## src/rtl/mac_tree_acc_if.sv

```systemverilog
// Beat/result bus of the N-lane dot-product engine.
interface mac_tree_acc_if #(
  parameter int WI = 8,
  parameter int N  = 16,
  parameter int WA = 26
);
  logic                 vld_i;
  logic                 first_i;
  logic                 last_i;
  logic [N*WI-1:0]      win;
  logic [N*WI-1:0]      din;
  logic signed [WA-1:0] bias_i;
  logic signed [WA-1:0] acc_o;
  logic                 vld_o;
  logic                 ovf_o;
  logic                 err_o;

  modport master (output vld_i, first_i, last_i, win, din, bias_i,
                  input  acc_o, vld_o, ovf_o, err_o);
  modport slave  (input  vld_i, first_i, last_i, win, din, bias_i,
                  output acc_o, vld_o, ovf_o, err_o);
endinterface

```

## src/rtl/mac_tree_acc.sv

```systemverilog
// N-lane multiply, registered log2(N) adder tree and framed saturating accumulator.
module mac_lane #(
  parameter int WI    = 8,
  parameter int WMODE = 1
) (
  input  logic              clk,
  input  logic              rstn,
  input  logic [WI-1:0]     w,
  input  logic [WI-1:0]     x,
  output logic [2*WI+1:0]   prod
);
  logic signed [WI:0]     w_q, x_q;
  logic signed [2*WI+1:0] p;

  // {w,0}+1 is just {w,1}: odd-encoded weight
  always_ff @(posedge clk or negedge rstn)
    if (!rstn) begin
      w_q <= '0;
      x_q <= '0;
    end else if (WMODE == 1) begin
      w_q <= {w, 1'b1};
      x_q <= {1'b0, x};
    end else begin
      w_q <= {w[WI-1], w};
      x_q <= {x[WI-1], x};
    end

  assign p = w_q * x_q;

  always_ff @(posedge clk or negedge rstn)
    if (!rstn) prod <= '0;
    else       prod <= p;
endmodule

module mac_tree_acc #(
  parameter int WI    = 8,
  parameter int N     = 16,
  parameter int WN    = $clog2(N),
  parameter int WMODE = 1,
  parameter int WACC  = 4,
  parameter int WT    = 2*WI+2+WN,
  parameter int WA    = WT+WACC
) (
  input  logic          clk,
  input  logic          rstn,
  mac_tree_acc_if.slave bus
);
  localparam int PW     = 2*WI+2;
  // sideband taps: [0] operands, [1] products, [2..WN+1] tree levels
  localparam int STAGES = WN+1;

  typedef enum logic {IDLE, ACC} state_t;

  logic [N-1:0][WI-1:0] w_l, x_l;
  assign w_l = bus.win;
  assign x_l = bus.din;

  for (genvar l = 0; l <= WN; l++) begin : lvl
    localparam int NN = N >> l;
    logic [NN-1:0][PW+l-1:0] node;
    if (l == 0) begin : g_leaf
      for (genvar i = 0; i < N; i++) begin : g_lane
        mac_lane #(.WI(WI), .WMODE(WMODE)) u_lane (
          .clk (clk), .rstn(rstn), .w(w_l[i]), .x(x_l[i]), .prod(node[i]));
      end
    end else begin : g_add
      always_ff @(posedge clk or negedge rstn)
        if (!rstn) node <= '0;
        else
          for (int j = 0; j < NN; j++)
            node[j] <= $signed(lvl[l-1].node[2*j]) + $signed(lvl[l-1].node[2*j+1]);
    end
  end

  logic [STAGES:0]         vld_pipe, fst_pipe, lst_pipe;
  logic [STAGES:0][WA-1:0] bias_pipe;

  always_ff @(posedge clk or negedge rstn)
    if (!rstn) begin
      vld_pipe  <= '0;
      fst_pipe  <= '0;
      lst_pipe  <= '0;
      bias_pipe <= '0;
    end else begin
      vld_pipe  <= {vld_pipe[STAGES-1:0],  bus.vld_i};
      fst_pipe  <= {fst_pipe[STAGES-1:0],  bus.first_i};
      lst_pipe  <= {lst_pipe[STAGES-1:0],  bus.last_i};
      bias_pipe <= {bias_pipe[STAGES-1:0], bus.bias_i};
    end

  state_t               state;
  logic signed [WA-1:0] acc, acc_q;
  logic                 ovf, ovf_q, vld_q, err_q;
  logic signed [WT-1:0] tree;
  logic signed [WA-1:0] base, clamped;
  logic signed [WA:0]   sum;
  logic                 start, ovf_n;

  assign tree = $signed(lvl[WN].node[0]);

  // a missing first in IDLE still restarts from the bias
  always_comb begin
    start   = fst_pipe[STAGES] | (state == IDLE);
    base    = start ? $signed(bias_pipe[STAGES]) : acc;
    sum     = base + tree;
    clamped = sum[WA-1:0];
    ovf_n   = ~start & ovf;
    if (sum[WA] != sum[WA-1]) begin
      clamped = sum[WA] ? {1'b1, {(WA-1){1'b0}}} : {1'b0, {(WA-1){1'b1}}};
      ovf_n   = 1'b1;
    end
  end

  always_ff @(posedge clk or negedge rstn)
    if (!rstn) begin
      state <= IDLE;
      acc   <= '0;
      ovf   <= 1'b0;
      acc_q <= '0;
      ovf_q <= 1'b0;
      vld_q <= 1'b0;
      err_q <= 1'b0;
    end else begin
      vld_q <= 1'b0;
      err_q <= 1'b0;
      if (vld_pipe[STAGES]) begin
        acc   <= clamped;
        ovf   <= ovf_n;
        err_q <= (state == IDLE) ? ~fst_pipe[STAGES] : fst_pipe[STAGES];
        if (lst_pipe[STAGES]) begin
          acc_q <= clamped;
          ovf_q <= ovf_n;
          vld_q <= 1'b1;
          state <= IDLE;
        end else begin
          state <= ACC;
        end
      end
    end

  assign bus.acc_o = acc_q;
  assign bus.ovf_o = ovf_q;
  assign bus.vld_o = vld_q;
  assign bus.err_o = err_q;
endmodule

```

## src/flat_wrapper.sv

```systemverilog
// flat-port wrapper written by rule: the top's interface ports become plain ports
module mac_tree_acc_flat 
#(
  parameter int WI    = 8,
  parameter int N     = 16,
  parameter int WN    = $clog2(N),
  parameter int WMODE = 1,
  parameter int WACC  = 4,
  parameter int WT    = 2*WI+2+WN,
  parameter int WA    = WT+WACC
)
  (clk, rstn, bus_vld_i, bus_first_i, bus_last_i, bus_win, bus_din, bus_bias_i, bus_acc_o, bus_vld_o, bus_ovf_o, bus_err_o);
  mac_tree_acc_if #(.WI(WI), .N(N), .WA(WA)) bus_i ();
  input  logic clk;
  input  logic rstn;
  input wire logic [$bits(bus_i.vld_i)-1:0] bus_vld_i;
  input wire logic [$bits(bus_i.first_i)-1:0] bus_first_i;
  input wire logic [$bits(bus_i.last_i)-1:0] bus_last_i;
  input wire logic [$bits(bus_i.win)-1:0] bus_win;
  input wire logic [$bits(bus_i.din)-1:0] bus_din;
  input wire logic [$bits(bus_i.bias_i)-1:0] bus_bias_i;
  output wire logic [$bits(bus_i.acc_o)-1:0] bus_acc_o;
  output wire logic [$bits(bus_i.vld_o)-1:0] bus_vld_o;
  output wire logic [$bits(bus_i.ovf_o)-1:0] bus_ovf_o;
  output wire logic [$bits(bus_i.err_o)-1:0] bus_err_o;
  assign bus_i.vld_i = bus_vld_i;
  assign bus_i.first_i = bus_first_i;
  assign bus_i.last_i = bus_last_i;
  assign bus_i.win = bus_win;
  assign bus_i.din = bus_din;
  assign bus_i.bias_i = bus_bias_i;
  assign bus_acc_o = bus_i.acc_o;
  assign bus_vld_o = bus_i.vld_o;
  assign bus_ovf_o = bus_i.ovf_o;
  assign bus_err_o = bus_i.err_o;
  mac_tree_acc #(.WI(WI), .N(N), .WN(WN), .WMODE(WMODE), .WACC(WACC), .WT(WT), .WA(WA)) u_core (.clk(clk), .rstn(rstn), .bus(bus_i));
endmodule
```

## config.mk

```make
export PLATFORM = sky130hd
export DESIGN_NAME = mac_tree_acc_flat
export DESIGN_NICKNAME = d
export VERILOG_FILES = /design/src/rtl/mac_tree_acc_if.sv /design/src/rtl/mac_tree_acc.sv /design/src/flat_wrapper.sv
export SDC_FILE = /design/constraint.sdc
export NUM_CORES = 2
export LEC_CHECK = 0
export ABC_AREA = 1
export CORE_MARGIN = 5
export CORE_UTILIZATION = 50
export DETAILED_ROUTE_END_ITERATION = 12
export PLACE_DENSITY = 0.63
export SYNTH_ARGS = -nofsm -noshare
export SYNTH_HDL_FRONTEND = slang
export SYNTH_SLANG_ARGS = --single-unit
export TNS_END_PERCENT = 100
```

## constraint.sdc

```tcl
create_clock -name clk -period 11.3 [get_ports clk]
set_input_delay 2.26 -clock clk [delete_from_list [all_inputs] [get_ports clk]]
set_output_delay 2.26 -clock clk [all_outputs]
set_load 0.01 [all_outputs]
```

### Word-level counts from Yosys, hierarchy flattened

Cells that the tools add are included.

| operators by class | value |
|---|---|
| bitwise logic cells | 5 |
| add/subtract/negate cells | 16 |
| eq/ne operators | 1 |
| muxes and demuxes | 9 |
| $mul | 16 |
| reductions and logical operators | 1 |

Operator list:

| operator | number |
|---|---|
| $mul 9x9->18 | 16 |
| $add 18x18->19 | 8 |
| $add 19x19->20 | 4 |
| $mux 26 | 3 |
| $add 20x20->21 | 2 |
| $add 26x22->27 | 1 |
| $add 21x21->22 | 1 |
| $mux 1 | 6 |
| $not 1->1 | 3 |
| $reduce_and 2->1 | 1 |
| $and 1x1->1 | 1 |
| $ne 1x1->1 | 1 |
| $or 1x1->1 | 1 |

| storage, ports and cells | value |
|---|---|
| word-level logic and storage cells | 127 |
| flip-flop bits (word level) | 1087 |
| output and inout bits | 29 |

### Longest topological paths before layout

| logic depth | value |
|---|---|
| depth after elaboration | 6 |
| depth in mapped cells | 23 |

### Hierarchy

Synthesis repeated with hierarchy kept, for this count alone.

| unflattened totals | value |
|---|---|
| cell total of the unflattened synthesis | 11083 |
| area total of the unflattened synthesis | 93488.4 um^2 |

By module, submodules not included:

| module | times used | area each (um^2) | cells an instance |
|---|---|---|---|
| mac_lane at u_core.lvl[0].g_leaf.g_lane[0].u_lane ... | 9 | 4038.9 | 501 |
| mac_tree_acc | 1 | 28856.4 | 3063 |
| mac_lane at u_core.lvl[0].g_leaf.g_lane[5].u_lane ... | 2 | 4060.1 | 502 |
| mac_lane at u_core.lvl[0].g_leaf.g_lane[8].u_lane ... | 2 | 4016.4 | 498 |
| mac_lane at u_core.lvl[0].g_leaf.g_lane[4].u_lane | 1 | 4046.4 | 507 |
| mac_lane at u_core.lvl[0].g_leaf.g_lane[3].u_lane | 1 | 4042.6 | 503 |
| mac_lane at u_core.lvl[0].g_leaf.g_lane[7].u_lane | 1 | 4040.1 | 501 |

### Worst setup path after synthesis

No wires, ideal clock.

| timing path | value |
|---|---|
| path type | flip-flop to flip-flop |
| from | register u_core.lvl[0].g_leaf.g_lane[2].u_lane.x_q[0] |
| to | register u_core.lvl[0].g_leaf.g_lane[2].u_lane.prod[17] |
| cell stages (with the launch flop) | 19 |
| arrival time | 4184 ps |
| slack | 6990 ps |
| clock period less this slack | 4310 ps |
| cell sequence | dfrtp_1 > clkbuf_1 > nand2_1 > fa_1 > fa_1 > inv_1 > fa_1 > inv_1 > fa_1 > inv_1 > ha_1 > nand2_1 > o21ai_0 > a21oi_1 > o21ai_0 > nand3_1 > nor2_1 > nor2_1 > xor2_1 |

| on the way | value |
|---|---|
| word-level cells in the longest chain between the ends | 1 |

Ends and longest elaborated chain:

| what | line | text |
|---|---|---|
| from (decl) | mac_tree_acc.sv:12 | `logic signed [WI:0] w_q, x_q;` |
| from (signal assigned) | mac_tree_acc.sv:22 | `x_q <= {1'b0, x};` |
| from (signal assigned) | mac_tree_acc.sv:25 | `x_q <= {x[WI-1], x};` |
| $mul 9x9->18 | mac_tree_acc.sv:28 | `assign p = w_q * x_q;` |
| net u_core.lvl[0].g_leaf.g_lane[2].u_lane.p[17] | mac_tree_acc.sv:13 | `logic signed [2*WI+1:0] p;` |
| to (signal assigned) | mac_tree_acc.sv:32 | `else prod <= p;` |
| to (decl) | mac_tree_acc.sv:10 | `output logic [2*WI+1:0] prod` |

The timed path passes the listed nets, and every way through them passes these cells.
A chain may end at the register's enable or synchronous reset.

==> results.yml <==
detailed_routing:
  wl_per_cell_microns: 15.46
  drc: 0
  vias: 61480
  post_drt_via_cell_ratio: 4.920
  totalWireLength_microns: 193200
  ant_nets: 0
  dr.pass1.iters: 9
  drt_iter0_markers: 3173
cts:
  clock_sinks: 1072
  htree_levels: 3
  cts_hold_buf: 0
  cts_buffer_depth: 3
  clkTransAtPathRegs_ns: 0.06
  clock-root-buffer: "clkbuf_16"
  cts-resized-gates: 0
  cts_tree: "yes"
  insertion_delay_ns: 0.78
  cts_setup_buffers: 0
  cts_buffers: 119
logic_synthesis:
  ys_types: 45
  syn_area_per_cell_sq_um: 8.965
  synth_top_area_cell: "dfrtp_1"
  yosys_warnings: 0
  synth_top_area_share_pct: 30.24
  synthArstFlopShare_pct: 100.0
  synth_seq_area_share_pct: 30.24
  synth_area_sq_um: 88720
  ys_top_cells_by_area: "dfrtp_1, fa_1, ha_1, inv_1, nand2_1"
  synth-seq-cells: 1072
  synth_edf_count: 0
  synthesis.nets: 12040
  synthFlopType: "dfrtp_1"
  synthCells: 9897
placement:
  gp_congestion: 0.8756
  portBuffers: 315
  dpl.cell_count: 12270
  place.detailed.hpwl_microns: 157300
  place_ws_ns: 5.608
power_and_ir_drop:
  power_leakage_nw: 54.50
  powerDensity_nw_per_um2: 274.9
  max-vdd-ir-drop_mv: 0.1513
finish:
  syn2layout_area_growth_pct: 10.50
  final_nets: 12200
  layout.cells.non_filler: 12500
  drive_gt1_share_pct: 2.492
floorplanning:
  dieWidth_microns: 431.2
  die_area_sq_um: 186000
  row_count: 154
  pin_count: 316
  core_area_sq_um: 176300
  die_height_microns: 431.2
  start_util_pct: 50.32
global_routing:
  antenna_found_initial: 5
  grt_pass1_vias: 65000
  track_usage_pct: 21.32
  globalRouteOverflowTotal: 0
  grt_first_pass_wirelength_microns: 325800
  grt_start_max_net_pins: 178
sta:
  setup_tns_ns: 0
  slew_headroom_pct: 33.10
  fin_crit_ns: 5.605
  period_share_pct: 49.60
  tightest_slew_ns: 1.003
  fmax_ghz: 0.1784
  drv_slew: 0
  setup-violations-final: 0
  hold_violations: 0
  fin_hold_ws_ns: 0.3354
  grt_setup_unrepaired: "false"
  setup_slack_ns: 5.695
  skew_ns: 0.04619
critical_path:
  crit_type: "flop to flop"
  worstPathArrival_ns: 6.27
  start_kind: "flop"
  ff2ff_path_depth: 21
  required_ns: 11.96
  critPathCaptureType: "flop"
  path_max_fanout: 55
hold_path:
  whs_path_depth: 0
  worst_hold_path_type: "flop to flop"
outcome:
  status: "finished, final reports clean"
flow_run:
  maxCapViolations: 0
## path summary, 6_finish.rpt
check,from,to,slack (ns)
max reg2reg,u_core.lvl[0].g_leaf.g_lane[0].u_lane.w_q[0],u_core.lvl[0].g_leaf.g_lane[6].u_lane.prod[15],5.70
min,u_core.bias_pipe[117],u_core.bias_pipe[143],0.34
max,u_core.lvl[0].g_leaf.g_lane[0].u_lane.w_q[0],u_core.lvl[0].g_leaf.g_lane[6].u_lane.prod[15],5.70
min reg2reg,u_core.bias_pipe[117],u_core.bias_pipe[143],0.34
max in group asynchronous,rstn,u_core.lvl[0].g_leaf.g_lane[4].u_lane.w_q[8],7.48
min in group asynchronous,rstn,u_core.lst_pipe[0],1.52
## sequential cells by signal, summed over array words and instances, names as in the netlist, 26 cells and up
name / flops
u_core.acc: 26
u_core.lvl.g_leaf.g_lane.u_lane.w_q: 129
u_core.bias_pipe: 156
u_core.lvl.g_leaf.g_lane.u_lane.prod: 288
u_core.lvl.node: 296
u_core.bus.acc_o: 26
u_core.lvl.g_leaf.g_lane.u_lane.x_q: 128
## critical path, cell delays in order, from the launching register on
cell	delay, ns
dfrtp_4	0.71
buf_4	0.62
buf_4	0.69
nand2_1	0.10
inv_1	0.08
ha_1	0.14
inv_1	0.05
fa_1	0.51
inv_1	0.05
fa_1	0.48
inv_1	0.05
fa_1	0.47
inv_1	0.04
ha_1	0.32
a21oi_1	0.13
a21boi_0	0.44
nor2_1	0.09
inv_1	0.09
nand3_1	0.07
nand2_1	0.10
o21ai_0	0.10
xor2_1	0.15
## cells by family after synthesis
kind of cell | synth area share [%]
AO/OA/AOI/OAI | 6.285
XOR/XNOR | 5.311
adder cells (fa/ha/maj) | 34.49
buffers and inverters | 12.07
flip-flops | 30.24
multiplexers | 0.2538
other | 0.004227
AND/OR/NAND/NOR | 11.35
## per-stage QoR
step | instance area, sq um | total power [mW] | utilization, %
after floorplan | 88720 | 18.55 | -
after global placement | 93850 | 22.78 | 53.23
after detailed placement | 93850 | 22.95 | 53.23
after CTS | 98030 | 27.27 | 55.60
after global routing | 98030 | 29.85 | 55.60
final | 98040 | 26.95 | 55.61
## metal layers
metal	vias to the layer above	wire [microns]	global-route usage [%]	share of wire (%)
li1	29800	-	-	-
met1	30330	86620	28.99	45
met2	1100	94140	36.48	49
met3	242	8002	2.724	4.1
met4	2	4465	5.440	2.3
met5	-	8	0	0.0041
## power by group
part	internal, mW	leakage, nW	switching [mW]	total [mW]
Clock	2.35	2.00	1.72	4.08
Combinational	6.62	39.9	10.2	16.8
Sequential	5.30	12.6	0.776	6.07
## cell usage after synthesis (2+ instances only)
master	n
o21bai_1	28
nand4_1	29
a21oi_1	481
o211a_1	7
and2_1	10
a21o_1	50
nand3_1	157
o211ai_1	17
o22ai_1	2
nand2_2	3
fa_1	976
xnor2_1	202
nor3_1	46
inv_2	2
o221ai_1	4
nand2_1	2022
inv_1	2552
o21ai_0	257
xor2_1	336
nor2_2	3
o2111ai_1	15
nand3_2	2
a22o_1	2
o31ai_1	23
nor2_1	265
buf_1	4
a211oi_1	4
clkbuf_1	280
o21a_1	11
buf_4	3
and3_1	4
a21boi_0	28
a31oi_1	47
buf_6	2
ha_1	884
o21ai_1	21
nor4_1	17
dfrtp_1	1072
mux2_2	20
nand3b_1	4
## cell type report
cell class | instances | area (sq um)
fillers | 15880 | 78270
multi-input cells | 5980 | 51190
flip-flops and latches | 1072 | 26830
inverters | 2555 | 9590
repair buffers | 327 | 3311
clock buffers | 141 | 3161
well taps | 2340 | 2928
clock inverters | 79 | 1021
diodes | 2 | 5.005
## cell usage in the layout (no fill, tap or decap), types with 11 or more instances in the layout
cell and instances:
inv_1 2552, nand2_1 2022, dfrtp_1 1071, fa_1 976
ha_1 884, a21oi_1 481, xor2_1 336, clkdlybuf4s50_1 314
nor2_1 265, o21ai_0 257, xnor2_1 202, nand3_1 157
clkbuf_16 119, a21o_1 50, a31oi_1 47, nor3_1 46
nand4_1 29, a21boi_0 28, o21bai_1 28, o31ai_1 23
o21ai_1 21, mux2_2 20, clkinv_2 19, o211ai_1 17
nor4_1 17, clkinvlp_4 17, o2111ai_1 15, clkinv_4 15
bufinv_16 14, clkbuf_1 12, o21a_1 11
Note: power is estimated with default switching activity, not from simulation.
